**src/rtl/standard_decimator_pkg.sv**
```systemverilog
// Shared sizing helpers and constants for the standard decimator slice.
package standard_decimator_pkg;

    // Width of the stream dest field; channels beyond MAX_CHANNELS are still addressable so they can be discarded.
    localparam int DEST_WIDTH = 4;

    // Accumulator must hold the sum of a full group of max-ratio samples without wrapping.
    function automatic int acc_width(input int data_width, input int max_ratio);
        return data_width + $clog2(max_ratio);
    endfunction

    // Counter and ratio width: must be able to represent max_ratio itself.
    function automatic int cnt_width(input int max_ratio);
        return $clog2(max_ratio) + 1;
    endfunction

endpackage

```
**src/rtl/standard_decimator_if.sv**
```systemverilog
// Minimal AXI-stream style link (valid/ready/data/dest) used for both decimator ports.
interface standard_decimator_if
    import standard_decimator_pkg::*;
#(
    parameter int DATA_WIDTH = 16
) ();

    logic                  valid;
    logic                  ready;
    logic [DATA_WIDTH-1:0] data;
    logic [DEST_WIDTH-1:0] dest;

    modport master (output valid, output data, output dest, input ready);
    modport slave  (input valid, input data, input dest, output ready);

endinterface

```
**src/rtl/standard_decimator_channel.sv**
```systemverilog
// One decimation channel: sample counter, signed accumulator and group-completion detect.
module decimator_channel
    import standard_decimator_pkg::*;
#(
    parameter  int DATA_WIDTH           = 16,
    parameter  int MAX_DECIMATION_RATIO = 16,
    localparam int ACC_W                = acc_width(DATA_WIDTH, MAX_DECIMATION_RATIO),
    localparam int CNT_W                = cnt_width(MAX_DECIMATION_RATIO)
) (
    input  logic                    clock,
    input  logic                    reset,
    input  logic                    hit,
    input  logic signed [DATA_WIDTH-1:0] sample,
    input  logic        [CNT_W-1:0] ratio,
    output logic                    done,
    output logic signed [ACC_W-1:0] total
);

    logic        [CNT_W-1:0] count;
    logic        [CNT_W-1:0] count_next;
    logic signed [ACC_W-1:0] acc;

    // Running total including the sample on the input; completion uses >= so a ratio lowered mid-group ends it on the next sample.
    always_comb begin
        count_next = count + CNT_W'(1);
        total      = acc + ACC_W'(sample);
        done       = hit && (count_next >= ratio);
    end

    // Accumulate each accepted sample, restarting from zero when the group completes.
    always_ff @(posedge clock or negedge reset) begin
        if (!reset) begin
            count <= '0;
            acc   <= '0;
        end else if (hit) begin
            if (done) begin
                count <= '0;
                acc   <= '0;
            end else begin
                count <= count_next;
                acc   <= total;
            end
        end
    end

endmodule

```
**src/rtl/standard_decimator.sv**
```systemverilog
// Multi-channel decimator: routes samples by dest to per-channel accumulators and emits one output per completed group.
module standard_decimator
    import standard_decimator_pkg::*;
#(
    parameter  int MAX_DECIMATION_RATIO = 16,
    parameter  int MAX_CHANNELS         = 6,
    parameter  int DATA_WIDTH           = 16,
    parameter  int AVERAGING            = 1,
    localparam int CNT_W                = cnt_width(MAX_DECIMATION_RATIO)
) (
    input  logic                 clock,
    input  logic                 reset,
    standard_decimator_if.slave  data_in,
    standard_decimator_if.master data_out,
    input  logic [CNT_W-1:0]     decimation_ratio
);

    localparam int ACC_W = acc_width(DATA_WIDTH, MAX_DECIMATION_RATIO);

    logic        [CNT_W-1:0]      ratio_eff;
    logic        [CNT_W-1:0]      shift_amt;
    logic signed [DATA_WIDTH-1:0] sample;
    logic        [MAX_CHANNELS-1:0] hit;
    logic        [MAX_CHANNELS-1:0] done;
    logic signed [ACC_W-1:0]      totals [MAX_CHANNELS];
    logic signed [ACC_W-1:0]      group_total;
    logic                         group_done;
    logic        [DATA_WIDTH-1:0] out_next;
    logic                         out_valid;
    logic        [DATA_WIDTH-1:0] out_data;
    logic        [DEST_WIDTH-1:0] out_dest;
    logic                         unused_ready;

    // The block never stalls, so it is ready whenever it is out of reset; downstream ready is not consulted.
    assign data_in.ready  = reset;
    assign unused_ready   = data_out.ready;
    assign sample         = data_in.data;

    // Clamp the requested ratio into 1..MAX and derive floor(log2(N)) for the averaging shift.
    always_comb begin
        if (decimation_ratio == '0) begin
            ratio_eff = CNT_W'(1);
        end else if (decimation_ratio > CNT_W'(MAX_DECIMATION_RATIO)) begin
            ratio_eff = CNT_W'(MAX_DECIMATION_RATIO);
        end else begin
            ratio_eff = decimation_ratio;
        end
        shift_amt = '0;
        for (int b = 0; b < CNT_W; b++) begin
            if (ratio_eff[b]) begin
                shift_amt = CNT_W'(b);
            end
        end
    end

    for (genvar i = 0; i < MAX_CHANNELS; i++) begin : g_channel
        assign hit[i] = data_in.valid && data_in.ready && (data_in.dest == DEST_WIDTH'(i));

        decimator_channel #(
            .DATA_WIDTH           (DATA_WIDTH),
            .MAX_DECIMATION_RATIO (MAX_DECIMATION_RATIO)
        ) u_channel (
            .clock  (clock),
            .reset  (reset),
            .hit    (hit[i]),
            .sample (sample),
            .ratio  (ratio_eff),
            .done   (done[i]),
            .total  (totals[i])
        );
    end

    // Select the addressed channel's result and form either the group mean or the last sample.
    always_comb begin
        group_done  = 1'b0;
        group_total = '0;
        for (int i = 0; i < MAX_CHANNELS; i++) begin
            group_done = group_done | done[i];
            if (hit[i]) begin
                group_total = totals[i];
            end
        end
        if (AVERAGING != 0) begin
            out_next = DATA_WIDTH'(group_total >>> shift_amt);
        end else begin
            out_next = data_in.data;
        end
    end

    // Output register: single-cycle valid pulse per completed group, data/dest held until the next one.
    always_ff @(posedge clock or negedge reset) begin
        if (!reset) begin
            out_valid <= 1'b0;
            out_data  <= '0;
            out_dest  <= '0;
        end else begin
            out_valid <= group_done;
            if (group_done) begin
                out_data <= out_next;
                out_dest <= data_in.dest;
            end
        end
    end

    assign data_out.valid = out_valid;
    assign data_out.data  = out_data;
    assign data_out.dest  = out_dest;

endmodule

```
**src/flat_wrapper.sv**
```systemverilog
// flat-port wrapper written by rule: the top's interface ports become plain ports
module standard_decimator_flat import standard_decimator_pkg::*;
#(
    parameter  int MAX_DECIMATION_RATIO = 16,
    parameter  int MAX_CHANNELS         = 6,
    parameter  int DATA_WIDTH           = 16,
    parameter  int AVERAGING            = 1,
    localparam int CNT_W                = cnt_width(MAX_DECIMATION_RATIO)
)
  (clock, reset, decimation_ratio, data_in_valid, data_in_data, data_in_dest, data_in_ready, data_out_valid, data_out_data, data_out_dest, data_out_ready);
  standard_decimator_if #(.DATA_WIDTH(DATA_WIDTH)) data_in_i ();
  standard_decimator_if #(.DATA_WIDTH(DATA_WIDTH)) data_out_i ();
  input  logic clock;
  input  logic reset;
  input  logic [CNT_W-1:0] decimation_ratio;
  input wire logic [$bits(data_in_i.valid)-1:0] data_in_valid;
  input wire logic [$bits(data_in_i.data)-1:0] data_in_data;
  input wire logic [$bits(data_in_i.dest)-1:0] data_in_dest;
  output wire logic [$bits(data_in_i.ready)-1:0] data_in_ready;
  output wire logic [$bits(data_out_i.valid)-1:0] data_out_valid;
  output wire logic [$bits(data_out_i.data)-1:0] data_out_data;
  output wire logic [$bits(data_out_i.dest)-1:0] data_out_dest;
  input wire logic [$bits(data_out_i.ready)-1:0] data_out_ready;
  assign data_in_i.valid = data_in_valid;
  assign data_in_i.data = data_in_data;
  assign data_in_i.dest = data_in_dest;
  assign data_in_ready = data_in_i.ready;
  assign data_out_valid = data_out_i.valid;
  assign data_out_data = data_out_i.data;
  assign data_out_dest = data_out_i.dest;
  assign data_out_i.ready = data_out_ready;
  standard_decimator #(.MAX_DECIMATION_RATIO(MAX_DECIMATION_RATIO), .MAX_CHANNELS(MAX_CHANNELS), .DATA_WIDTH(DATA_WIDTH), .AVERAGING(AVERAGING)) u_core (.clock(clock), .reset(reset), .data_in(data_in_i), .data_out(data_out_i), .decimation_ratio(decimation_ratio));
endmodule
```
**config.mk**
```make
export PLATFORM = sky130hd
export DESIGN_NAME = standard_decimator_flat
export DESIGN_NICKNAME = d
export VERILOG_FILES = /design/src/rtl/standard_decimator_pkg.sv /design/src/rtl/standard_decimator_if.sv /design/src/rtl/standard_decimator_channel.sv /design/src/rtl/standard_decimator.sv /design/src/flat_wrapper.sv
export SDC_FILE = /design/constraint.sdc
export NUM_CORES = 1
export LEC_CHECK = 0
export CAP_MARGIN = 20
export CELL_PAD_IN_SITES_DETAIL_PLACEMENT = 2
export CELL_PAD_IN_SITES_GLOBAL_PLACEMENT = 2
export CORE_MARGIN = 3
export CORE_UTILIZATION = 35
export DETAILED_ROUTE_END_ITERATION = 8
export GPL_ROUTABILITY_DRIVEN = 1
export PLACE_DENSITY = 0.81
export SYNTH_ARGS = -nofsm -noshare
export SYNTH_HDL_FRONTEND = slang
export SYNTH_SLANG_ARGS = --single-unit
```
**constraint.sdc**
```tcl
create_clock -name clock -period 4 [get_ports clock]
set_clock_uncertainty 0.2 [all_clocks]
set_input_delay 1.2 -clock clock [delete_from_list [all_inputs] [get_ports clock]]
set_output_delay 1.2 -clock clock [all_outputs]
set_load 0.02 [all_outputs]
```
==> results.toml, run 1 <==
[cts]
cts_sinks = 171
cts_made_buffers = 17
htreeDepth = 4
cts-root-buf = "clkbuf_16"
ctsHoldBuffers = 0
clockBufferDepth = 2

[synthesis]
synth_seq_cells = 171
ys_warn_count = 0
yosysMostFrequentCell = "nand2_1"
synth_area_leaders = "dfrtp_1 (30%), ha_1 (13%), nand2_1 (7.0%), o21ai_0 (5.0%), a21oi_1 (3.9%)"
ys_seq_area_frac = 0.298
synth_compound_area_frac = 0.271
synth_area_um2 = 14400
syn_area_per_cell_um2 = 8.40
synth.distinct_cells = 96
netlist.area_leader.share = 0.298
synthTopCellsByCount = "nand2_1 (268), dfrtp_1 (171), ha_1 (150)"
async_reset_ff_frac = 1.00
synthMuxAreaShare = 0.0154
ys.flop_type = "dfrtp_1"
synth_xor_area_frac = 0.0585
synthSimpleGateAreaFrac = 0.191
synthAdderAreaFrac = 0.139
synth_edf_count = 0
synth_cells = 1711
syn_nets = 1896
synth_top_family_by_area = "compound AO/OA/AOI/OAI gates"
synth.largest_area_cell = "dfrtp_1"

[sta]
worst-ep-kind = "sequential cell input"
grt-worst-endpoint = "u_core.data_out.data[9]$_DFFE_PN0P_/D"

[status]
stop_stage = "global routing"
tool.error = "[ERROR GRT-0232] Routing congestion too high. Check the congestion heatmap in the GUI."
status = "aborted with a tool error"

[floorplanning]
start_util = 0.358
die-width_um = 209
io_pins = 51
row_count = 73
die_height_um = 209

[global_route]
grt-ovfl-total = 396
track_usage = 0.799
antenna_found_initial = 19
grt_max_degree = 109

[placed_design]
portBuffers = 49
dp_slack_ns = -1.81
place_hpwl_um = 66100
place_congestion = 0.980
==> routing by layer <==
layer	GRT usage	GRT overflow
met3	0.640	13
met1	0.804	6
met2	0.950	244
met5	0.265	0
met4	0.833	133
==> stage by stage <==
step	instances	cell area, um^2
floorplan	1711	14500
global placement	2721	19300
detailed placement	2721	19300
CTS	2816	22000
==> cells by family after synthesis <==
group           after synthesis
flops                       171
buf+inv                      99
simple gates                591
xor+xnor                     96
fa+ha+maj                   156
compound gates              577
mux                          21
==> repair_timing <==
item,CTS
setup endpoints to repair,73
setup buffers,64
gates resized for setup,321
pin swaps,100
cloned,0
==> run 2: changes to the inputs <==
- CELL_PAD_IN_SITES_DETAIL_PLACEMENT: 2 -> unset
- CELL_PAD_IN_SITES_GLOBAL_PLACEMENT: 2 -> unset
- CORE_UTILIZATION: 35 -> 20
- PLACE_DENSITY: 0.81 -> unset
- PLACE_DENSITY_LB_ADDON: unset -> 0.15
==> results.toml, run 2 <==
[synthesis]
synth_area_um2 = 14400
ys_seq_area_frac = 0.298
synth.distinct_cells = 96
synth.largest_area_cell = "dfrtp_1"
syn_area_per_cell_um2 = 8.40
synth_area_leaders = "dfrtp_1 (30%), ha_1 (13%), nand2_1 (7.0%), o21ai_0 (5.0%), a21oi_1 (3.9%)"
syn_nets = 1896
synthTopCellsByCount = "nand2_1 (268), dfrtp_1 (171), ha_1 (150)"
yosysMostFrequentCell = "nand2_1"
synth_cells = 1711
netlist.area_leader.share = 0.298
ys.flop_type = "dfrtp_1"
synth_seq_cells = 171
ys_warn_count = 0
synth_edf_count = 0
async_reset_ff_frac = 1.00

[sta]
slew_headroom = 0.396
worst_slew_pin_slew_ns = 0.905
hold_viol = 0
max_freq_ghz = 0.241
maxSlewViolCount = 0
min_period_ns = 4.15
setup_viol = 8
rsz0062_at_grt = "yes"
whs_ns = 0.286
min_period_over_period = 1.04
setup_slack_ns = -0.147

[placed_design]
place_hpwl_um = 52200
postPlaceCellArea_um2 = 20300
place_congestion = 0.898
portBuffers = 49

[finish]
synthToLayoutAreaGrowth_pct = 58.7
mostFrequentLayoutCell = "buf_4"
drive_gt1_frac = 0.374
design_area_um2 = 22800
layout_common_cells = "buf_4 (548), nand2_1 (261), dfrtp_1 (171)"
nets = 2507
top_register = "u_core.g_channel.u_channel.acc"
largest_reg_flops = 120

[global_route]
met3_usage = 0.0280
antenna_found_initial = 2
grtUsageMet2 = 0.276
grt_max_degree = 106
track_usage = 0.174
grt_pass1_vias = 15300
grt_pass1_wl_um = 96800
grt-ovfl-total = 0
busiest_layer = "met2"
met1_usage = 0.239

[power]
power_density_nw_per_um2 = 501
p_leak_uw = 0.0104
ir_drop_mv = 0.407

[floorplanning]
row_count = 97
die-width_um = 274
die_area_um2 = 75100
die_height_um = 274
io_pins = 51
coreArea_um2 = 70600
start_util = 0.203

[worst_setup_path]
critPathKind = "in -> reg"
path_max_fanout = 4
path_buf_inv = 5
crit_family = "compound AO/OA/AOI/OAI gates"
end_kind = "flop"
crit_chain = "buf_6 -> buf_12 -> buf_12 -> buf_6 -> ha_4 -> a21o_1 -> nand3_4 -> buf_6 -> a2111o_1 -> a31oi_2 -> xnor2_2 -> o211ai_1 -> or3_4 -> and3_4 -> a311oi_2 -> a211oi_2"
startpoint_type = "input port"
critical_path_required_ns = 4.18
crit_path_top_delay_cell = "a2111o_1"
crit_path_max_incr_delay_ns = 0.47
cpMostUsedCell = "buf_6"
critPathArrivalTime_ns = 4.32

[drt]
vias = 15400
detail_route.wl_per_cell_um = 20.0
wl_um = 65500
vias_per_cell = 4.69
drt_iter0_markers = 985
drc = 0
dr.pass1.iters = 7
drtAntennaViolNets = 0

[cts]
tritoncts = "yes"
clk_latency_ns = 0.51
cts_sinks = 171
ctsHoldBuffers = 0
htreeDepth = 4
clockBufferDepth = 2
cts_made_buffers = 17
cts-root-buf = "clkbuf_16"
cts.clk_slew.worst_paths_ns = 0.08

[job]
maxCapViolCount = 0

[hold_path]
hp-class = "reg -> reg"

[status]
violations = "negative setup slack"
status = "finished, violations left"
-- run 2: cell counts after synthesis --
No cell type changed its count.
-- run 2: worst paths after layout --
kind / from / depth (start not counted) / slack (ns) / to
max in group asynchronous: reset / 4 / 1.50 / u_core.g_channel[4].u_channel.acc[16]
setup / recovery: data_in_data[1] / 16 / -0.15 / u_core.data_out.data[13]
hold reg to reg: u_core.data_out.dest[3] / 1 / 0.29 / u_core.data_out.dest[3]
setup reg to reg: u_core.g_channel[1].u_channel.acc[0] / 14 / 0.25 / u_core.data_out.data[8]
min in group asynchronous: reset / 3 / 0.84 / u_core.g_channel[3].u_channel.acc[3]
hold / removal: u_core.data_out.dest[3] / 1 / 0.29 / u_core.data_out.dest[3]
-- run 2: power by group --
part	total, uW	internal (uW)	switching, uW
clock network	1760	867	896
logic	7130	3650	3470
registers	2540	2180	360
-- run 2: area by class of cell --
class	count	area [um^2]
flip-flops and latches	171	4280
diodes	1	2.50
repair buffers	655	5500
inverters	36	135
well taps	940	1180
fillers	7515	47800
clock inverters	14	139
multi-input cells	1441	11200
clock buffers	17	425
-- run 2: layer usage --
layer / vias up / part of all wire
met5: - / 0
met4: 0 / 0.029
met3: 61 / 0.039
met2: 288 / 0.46
met1: 7424 / 0.48
li1: 7584 / -
-- run 2: worst register-to-register path, stage by stage (launching register included) --
cell	delay [ns]
dfrtp_1	0.42
ha_4	0.18
fa_2	0.36
a211o_1	0.32
a2111o_1	0.46
a2111oi_4	0.35
o21ai_1	0.12
nand3b_1	0.25
o31ai_4	0.13
nor4_4	0.21
buf_4	0.19
buf_6	0.11
a21oi_2	0.04
o311a_1	0.12
a22o_1	0.18
-- run 2: repair_timing --
item                                    4_1_cts  5_1_grt
cloned                                        0        0
setup buffers                                47       14
endpoints found under the setup margin       34       19
resized for setup                           222      106
pin swaps                                    92       70
-- run 2: through the flow --
step / worst slack, ns / setup TNS [ns] / power [uW] / cells / utilization
2_1_floorplan: -0.336 / -5.01 / 5650 / 1711 / -
3_3_place_gp: -1.31 / -64.78 / 8710 / 3189 / 0.287
3_5_place_dp: -1.35 / -68.79 / 8750 / 3189 / 0.287
4_1_cts: -0.244 / -1.11 / 11200 / 3264 / 0.314
5_1_grt: -0.208 / -1.48 / 12300 / 3274 / 0.323
6_report: -0.147 / -0.725 / 11400 / 3275 / 0.323
-- run 2: cells by family (layout without fill, tap and decap cells) --
family | Yosys count | after routing | share of synthesized area
other | 0 | 1 | 0
and+or+nand+nor | 591 | 591 | 0.191
buffers and inverters | 99 | 722 | 0.0266
muxes | 21 | 21 | 0.0154
adders and majority gates | 156 | 156 | 0.139
xor gates and xnor gates | 96 | 96 | 0.0585
AOI/OAI and AO/OA | 577 | 577 | 0.271
DFF | 171 | 171 | 0.298
No activity file was read; power rests on OpenSTA's default activity.
==> run 3: changes to the inputs <==
- CAP_MARGIN: 20 -> unset
- CORE_ASPECT_RATIO: unset -> 1.2
- SKIP_LAST_GASP: unset -> 1
==> results.toml, run 3 (same netlist as run 2, synthesis figures left out) <==
[cts]
cts_made_buffers = 17
clk_latency_ns = 0.50
clockBufferDepth = 2
tritoncts = "yes"
ctsHoldBuffers = 0
cts_sinks = 171
cts.clk_slew.worst_paths_ns = 0.08
cts-root-buf = "clkbuf_16"
htreeDepth = 4

[sta]
min_period_over_period = 1.01
max_freq_ghz = 0.247
setup_slack_ns = -0.0516
hold_viol = 0
worst_slew_pin_slew_ns = 0.866
slew_headroom = 0.422
maxSlewViolCount = 0
rsz0062_at_grt = "yes"
min_period_ns = 4.05
setup_viol = 5

[finish]
design_area_um2 = 22300
synthToLayoutAreaGrowth_pct = 55.0
diodes = 0
top_register = "u_core.g_channel.u_channel.acc"
mostFrequentLayoutCell = "buf_4"
largest_reg_flops = 120
layout_common_cells = "buf_4 (524), nand2_1 (262), dfrtp_1 (171)"
nets = 2466
fillCellCount = 7483
utilization = 0.313
drive_gt1_frac = 0.363

[global_route]
grt_pass1_vias = 15300
antenna_found_initial = 0
track_usage = 0.173
grt_pass1_wl_um = 96700
grt_max_degree = 108
grt-ovfl-total = 0

[drt]
wl_um = 64700
detail_route.wl_per_cell_um = 20.1
drtAntennaViolNets = 0
drt_iter0_markers = 776
drc = 0
vias = 15200
dr.pass1.iters = 5
vias_per_cell = 4.72

[job]
maxCapViolCount = 0

[floorplanning]
die_area_um2 = 75100
start_util = 0.202
coreArea_um2 = 71100
die_height_um = 300
io_pins = 51
row_count = 107
die-width_um = 251

[worst_setup_path]
critPathArrivalTime_ns = 4.25
critPathKind = "in -> reg"
path_max_fanout = 5
critical_path_required_ns = 4.20
startpoint_type = "input port"
end_kind = "flop"

[power]
power_density_nw_per_um2 = 510
ir_drop_mv = 0.240
p_leak_uw = 0.0102
total_power_uw = 11400

[placed_design]
portBuffers = 49
place_hpwl_um = 51400
place_congestion = 0.859
postPlaceCellArea_um2 = 20000

[status]
violations = "negative setup slack"
status = "finished, violations left"

[hold_path]
hp-class = "reg -> reg"
==> run 3: changes by cell type in the layout (fill, tap and decap cells not counted), moves of 4 or more <==
cell,before,now
a211oi_2,5,10
a21oi_1,90,82
a21oi_2,20,28
buf_4,548,524
buf_6,28,16
buf_8,5,0
dlygate4sd2_1,6,10
ha_1,114,120
ha_4,33,26
nor2_2,11,7
nor3_2,3,7
nor3_4,5,1
==> run 3: path summary, 6_finish.rpt <==
| kind | startpoint | cells past startpoint | slack, ns | endpoint |
|---|---|---|---|---|
| hold / removal | u_core.data_out.dest[2] | 1 | 0.29 | u_core.data_out.dest[2] |
| setup reg to reg | u_core.g_channel[1].u_channel.acc[0] | 14 | 0.31 | u_core.data_out.data[8] |
| setup / recovery | data_in_data[0] | 15 | -0.05 | u_core.data_out.data[8] |
| hold reg to reg | u_core.data_out.dest[2] | 1 | 0.29 | u_core.data_out.dest[2] |
| max in group asynchronous | reset | 4 | 1.37 | u_core.g_channel[5].u_channel.acc[17] |
| min in group asynchronous | reset | 2 | 0.50 | u_core.data_out.data[1] |
==> run 3: report_power, final <==
| group | switching, uW | internal (uW) |
|---|---|---|
| Clock | 869 | 905 |
| Combinational | 3450 | 3600 |
| Sequential | 367 | 2180 |
| Total | 4690 | 6680 |
==> run 3: what timing repair did <==
action | 4_1_cts | 5_1_grt
setup buffers | 38 | 19
gates resized for setup | 170 | 112
pin swaps | 91 | 73
setup endpoints to repair | 27 | 19
==> run 3: layout make-up <==
class,instances,area [um^2],area share
well taps,926,1160,0.0520
clock inverters,13,131,0.00590
inverters,36,138,0.00618
clock buffers,19,453,0.0203
flip-flops and latches,171,4280,0.192
multi-input cells,1441,11000,0.495
repair buffers,614,5090,0.229
==> run 3: metrics by stage <==
stage	instances	hold slack (ns)	setup slack [ns]	setup TNS [ns]
2_1_floorplan	1711	0.243	-0.336	-5.01
3_3_place_gp	3138	0.267	-1.47	-52.99
3_5_place_dp	3138	0.270	-1.48	-54.83
4_1_cts	3203	0.287	-0.0760	-0.169
5_1_grt	3220	0.307	-0.183	-1.05
6_report	3220	0.286	-0.0516	-0.194
==> run 3: metal layers <==
layer  part of all wire  track usage
met5                  0            0
met4              0.038       0.0755
met3              0.026       0.0232
met2               0.49        0.291
met1               0.45        0.220
==> run 3: critical path, cell delays in order <==
cell      delay (ns)
buf_6           0.10
ha_4            0.16
fa_2            0.37
a211o_1         0.31
a2111o_1        0.45
buf_4           0.17
a21oi_4         0.17
o21ai_1         0.11
xnor2_1         0.13
buf_4           0.16
a22oi_2         0.17
nand3_2         0.12
buf_6           0.16
o311a_1         0.28
a22o_1          0.17
==> run 4: changes to the inputs <==
- CAP_MARGIN: unset -> 20
- GPL_TIMING_DRIVEN: unset -> 0
==> results.toml, run 4 (same netlist as run 2, synthesis figures left out) <==
[finish]
diodes = 0
drive_gt1_frac = 0.169
top_register = "u_core.g_channel.u_channel.acc"
synthToLayoutAreaGrowth_pct = 27.6
utilization = 0.258
nets = 2016
largest_reg_flops = 120
mostFrequentLayoutCell = "nand2_1"
layout_common_cells = "nand2_1 (256), dfrtp_1 (171), ha_1 (138)"
design_area_um2 = 18300

[floorplanning]
die-width_um = 251
io_pins = 51
row_count = 107
die_area_um2 = 75100
die_height_um = 300
coreArea_um2 = 71100
start_util = 0.202

[worst_setup_path]
startpoint_type = "input port"
crit_path_max_incr_delay_ns = 0.67
crit_end = "u_core.data_out.data[4]"
path_max_fanout = 10
critical_path_required_ns = 4.20
crit_path_top_delay_cell = "nor3_1"
critPathKind = "in -> reg"
r2r_slack_ns = 0.28
cp-startpoint = "data_in_dest[2]"
critPathArrivalTime_ns = 4.42
crit_chain = "clkdlybuf4s50_1 -> nor2_2 -> nand4_1 -> clkbuf_2 -> nor3_1 -> a221o_1 -> nor4_4 -> a21oi_1 -> a211oi_2 -> a311oi_2"
reg2reg_to = "u_core.data_out.data[9]"
path_buf_inv = 2
reg2reg_from = "u_core.g_channel[1].u_channel.acc[0]"
rr_worst_depth = 12
end_kind = "flop"
crit_family = "simple AND/OR/NAND/NOR gates"
crit_cells = 10

[drt]
wl_um = 65600
detail_route.wl_per_cell_um = 23.7
drt_iter0_markers = 1129
vias = 13900
dr.pass1.iters = 5
vias_per_cell = 5.03
drtAntennaViolNets = 0
drc = 0

[cts]
cts_sinks = 171
cts-root-buf = "clkbuf_16"
cts_made_buffers = 17
cts.clk_slew.worst_paths_ns = 0.07
clk_latency_ns = 0.50
ctsHoldBuffers = 0
clockBufferDepth = 2
tritoncts = "yes"
htreeDepth = 4

[global_route]
grt_max_degree = 52
antenna_found_initial = 1
grt_pass1_vias = 13600
grt-ovfl-total = 0
grt_pass1_wl_um = 94200
track_usage = 0.174

[placed_design]
place_hpwl_um = 48600
place_congestion = 0.885
portBuffers = 46
postPlaceCellArea_um2 = 16100

[power]
power_density_nw_per_um2 = 526
ir_drop_mv = 0.297
p_leak_uw = 0.00791

[sta]
min_period_over_period = 1.05
min_period_ns = 4.21
max_freq_ghz = 0.237
rsz0062_at_grt = "yes"
setup_viol = 14
maxSlewViolCount = 0
worst_slew_pin_slew_ns = 0.994
hold_viol = 0
slew_headroom = 0.337
setup_slack_ns = -0.214
fin_setup_tns_ns = -1.71

[job]
maxCapViolCount = 0

[status]
violations = "negative setup slack"
status = "finished, violations left"

[hold_path]
hp-class = "reg -> reg"
==> run 4: changes by cell type in the layout (fill, tap and decap cells not counted), sizes merged <==
cell and delta:
buf -486, bufbuf +3, bufinv +2, clkbuf +51, clkdlybuf4s15 -3, clkdlybuf4s18 +1
clkdlybuf4s50 -4, clkinv -4, clkinvlp +6, dlygate4sd2 -9, inv -7
==> run 4: layout make-up <==
type	count	area, um^2
well taps	926	1160
clock buffers	22	464
repair buffers	103	1100
plain buffers	61	359
flip-flops and latches	171	4280
multi-input cells	1441	10700
clock inverters	10	139
fillers	7627	52800
inverters	36	143
==> run 4: through the flow <==
step                      power, uW  hold slack [ns]  std cells  worst slack [ns]
after global placement         7250            0.264       2683             -9.02
after detailed placement       7250            0.264       2686             -2.59
final                          9650            0.276       2770            -0.214
after floorplan                5650            0.243       1711            -0.336
after global routing          10300            0.307       2770            -0.182
after CTS                      9550            0.281       2761            -0.191
==> run 4: metal layers <==
layer / GRT usage / share of wire / vias up
li1: - / - / 6599
met4: 0.0866 / 0.050 / 0
met3: 0.0338 / 0.053 / 100
met5: 0 / 0 / -
met1: 0.218 / 0.43 / 6850
met2: 0.286 / 0.46 / 381
==> run 4: worst min-delay path by stage <==
stage	startpoint	to	slack [ns]	cells past startpoint
after global routing	u_core.g_channel[1].u_channel.acc[6]	u_core.g_channel[1].u_channel.acc[6]	0.31	2
final	u_core.g_channel[4].u_channel.acc[11]	u_core.g_channel[4].u_channel.acc[11]	0.28	2
after global placement	u_core.g_channel[5].u_channel.acc[11]	u_core.g_channel[5].u_channel.acc[11]	0.26	2
after floorplan	u_core.g_channel[2].u_channel.acc[9]	u_core.g_channel[2].u_channel.acc[9]	0.24	2
after CTS	u_core.g_channel[4].u_channel.acc[11]	u_core.g_channel[4].u_channel.acc[11]	0.28	2
after detailed placement	u_core.g_channel[4].u_channel.acc[11]	u_core.g_channel[4].u_channel.acc[11]	0.26	2
==> run 4: worst min-delay path, delay by kind of cell, from the launching register on <==
family / cells / cell delay [ns]
flip-flops: 1 / 0.35
AND/OR/NAND/NOR: 2 / 0.10
==> run 4: what timing repair did <==
action,in CTS,in global routing
endpoints found under the setup margin,171,29
buffers inserted,40,10
pin swaps,49,48
gates cloned,4,2
gates resized for setup,238,93
==> run 4: report_power, final <==
group | internal, uW | total [uW] | switching [uW]
Combinational | 2100 | 5270 | 3180
Clock | 1010 | 1870 | 851
Sequential | 2180 | 2510 | 329
Total | 5290 | 9650 | 4360
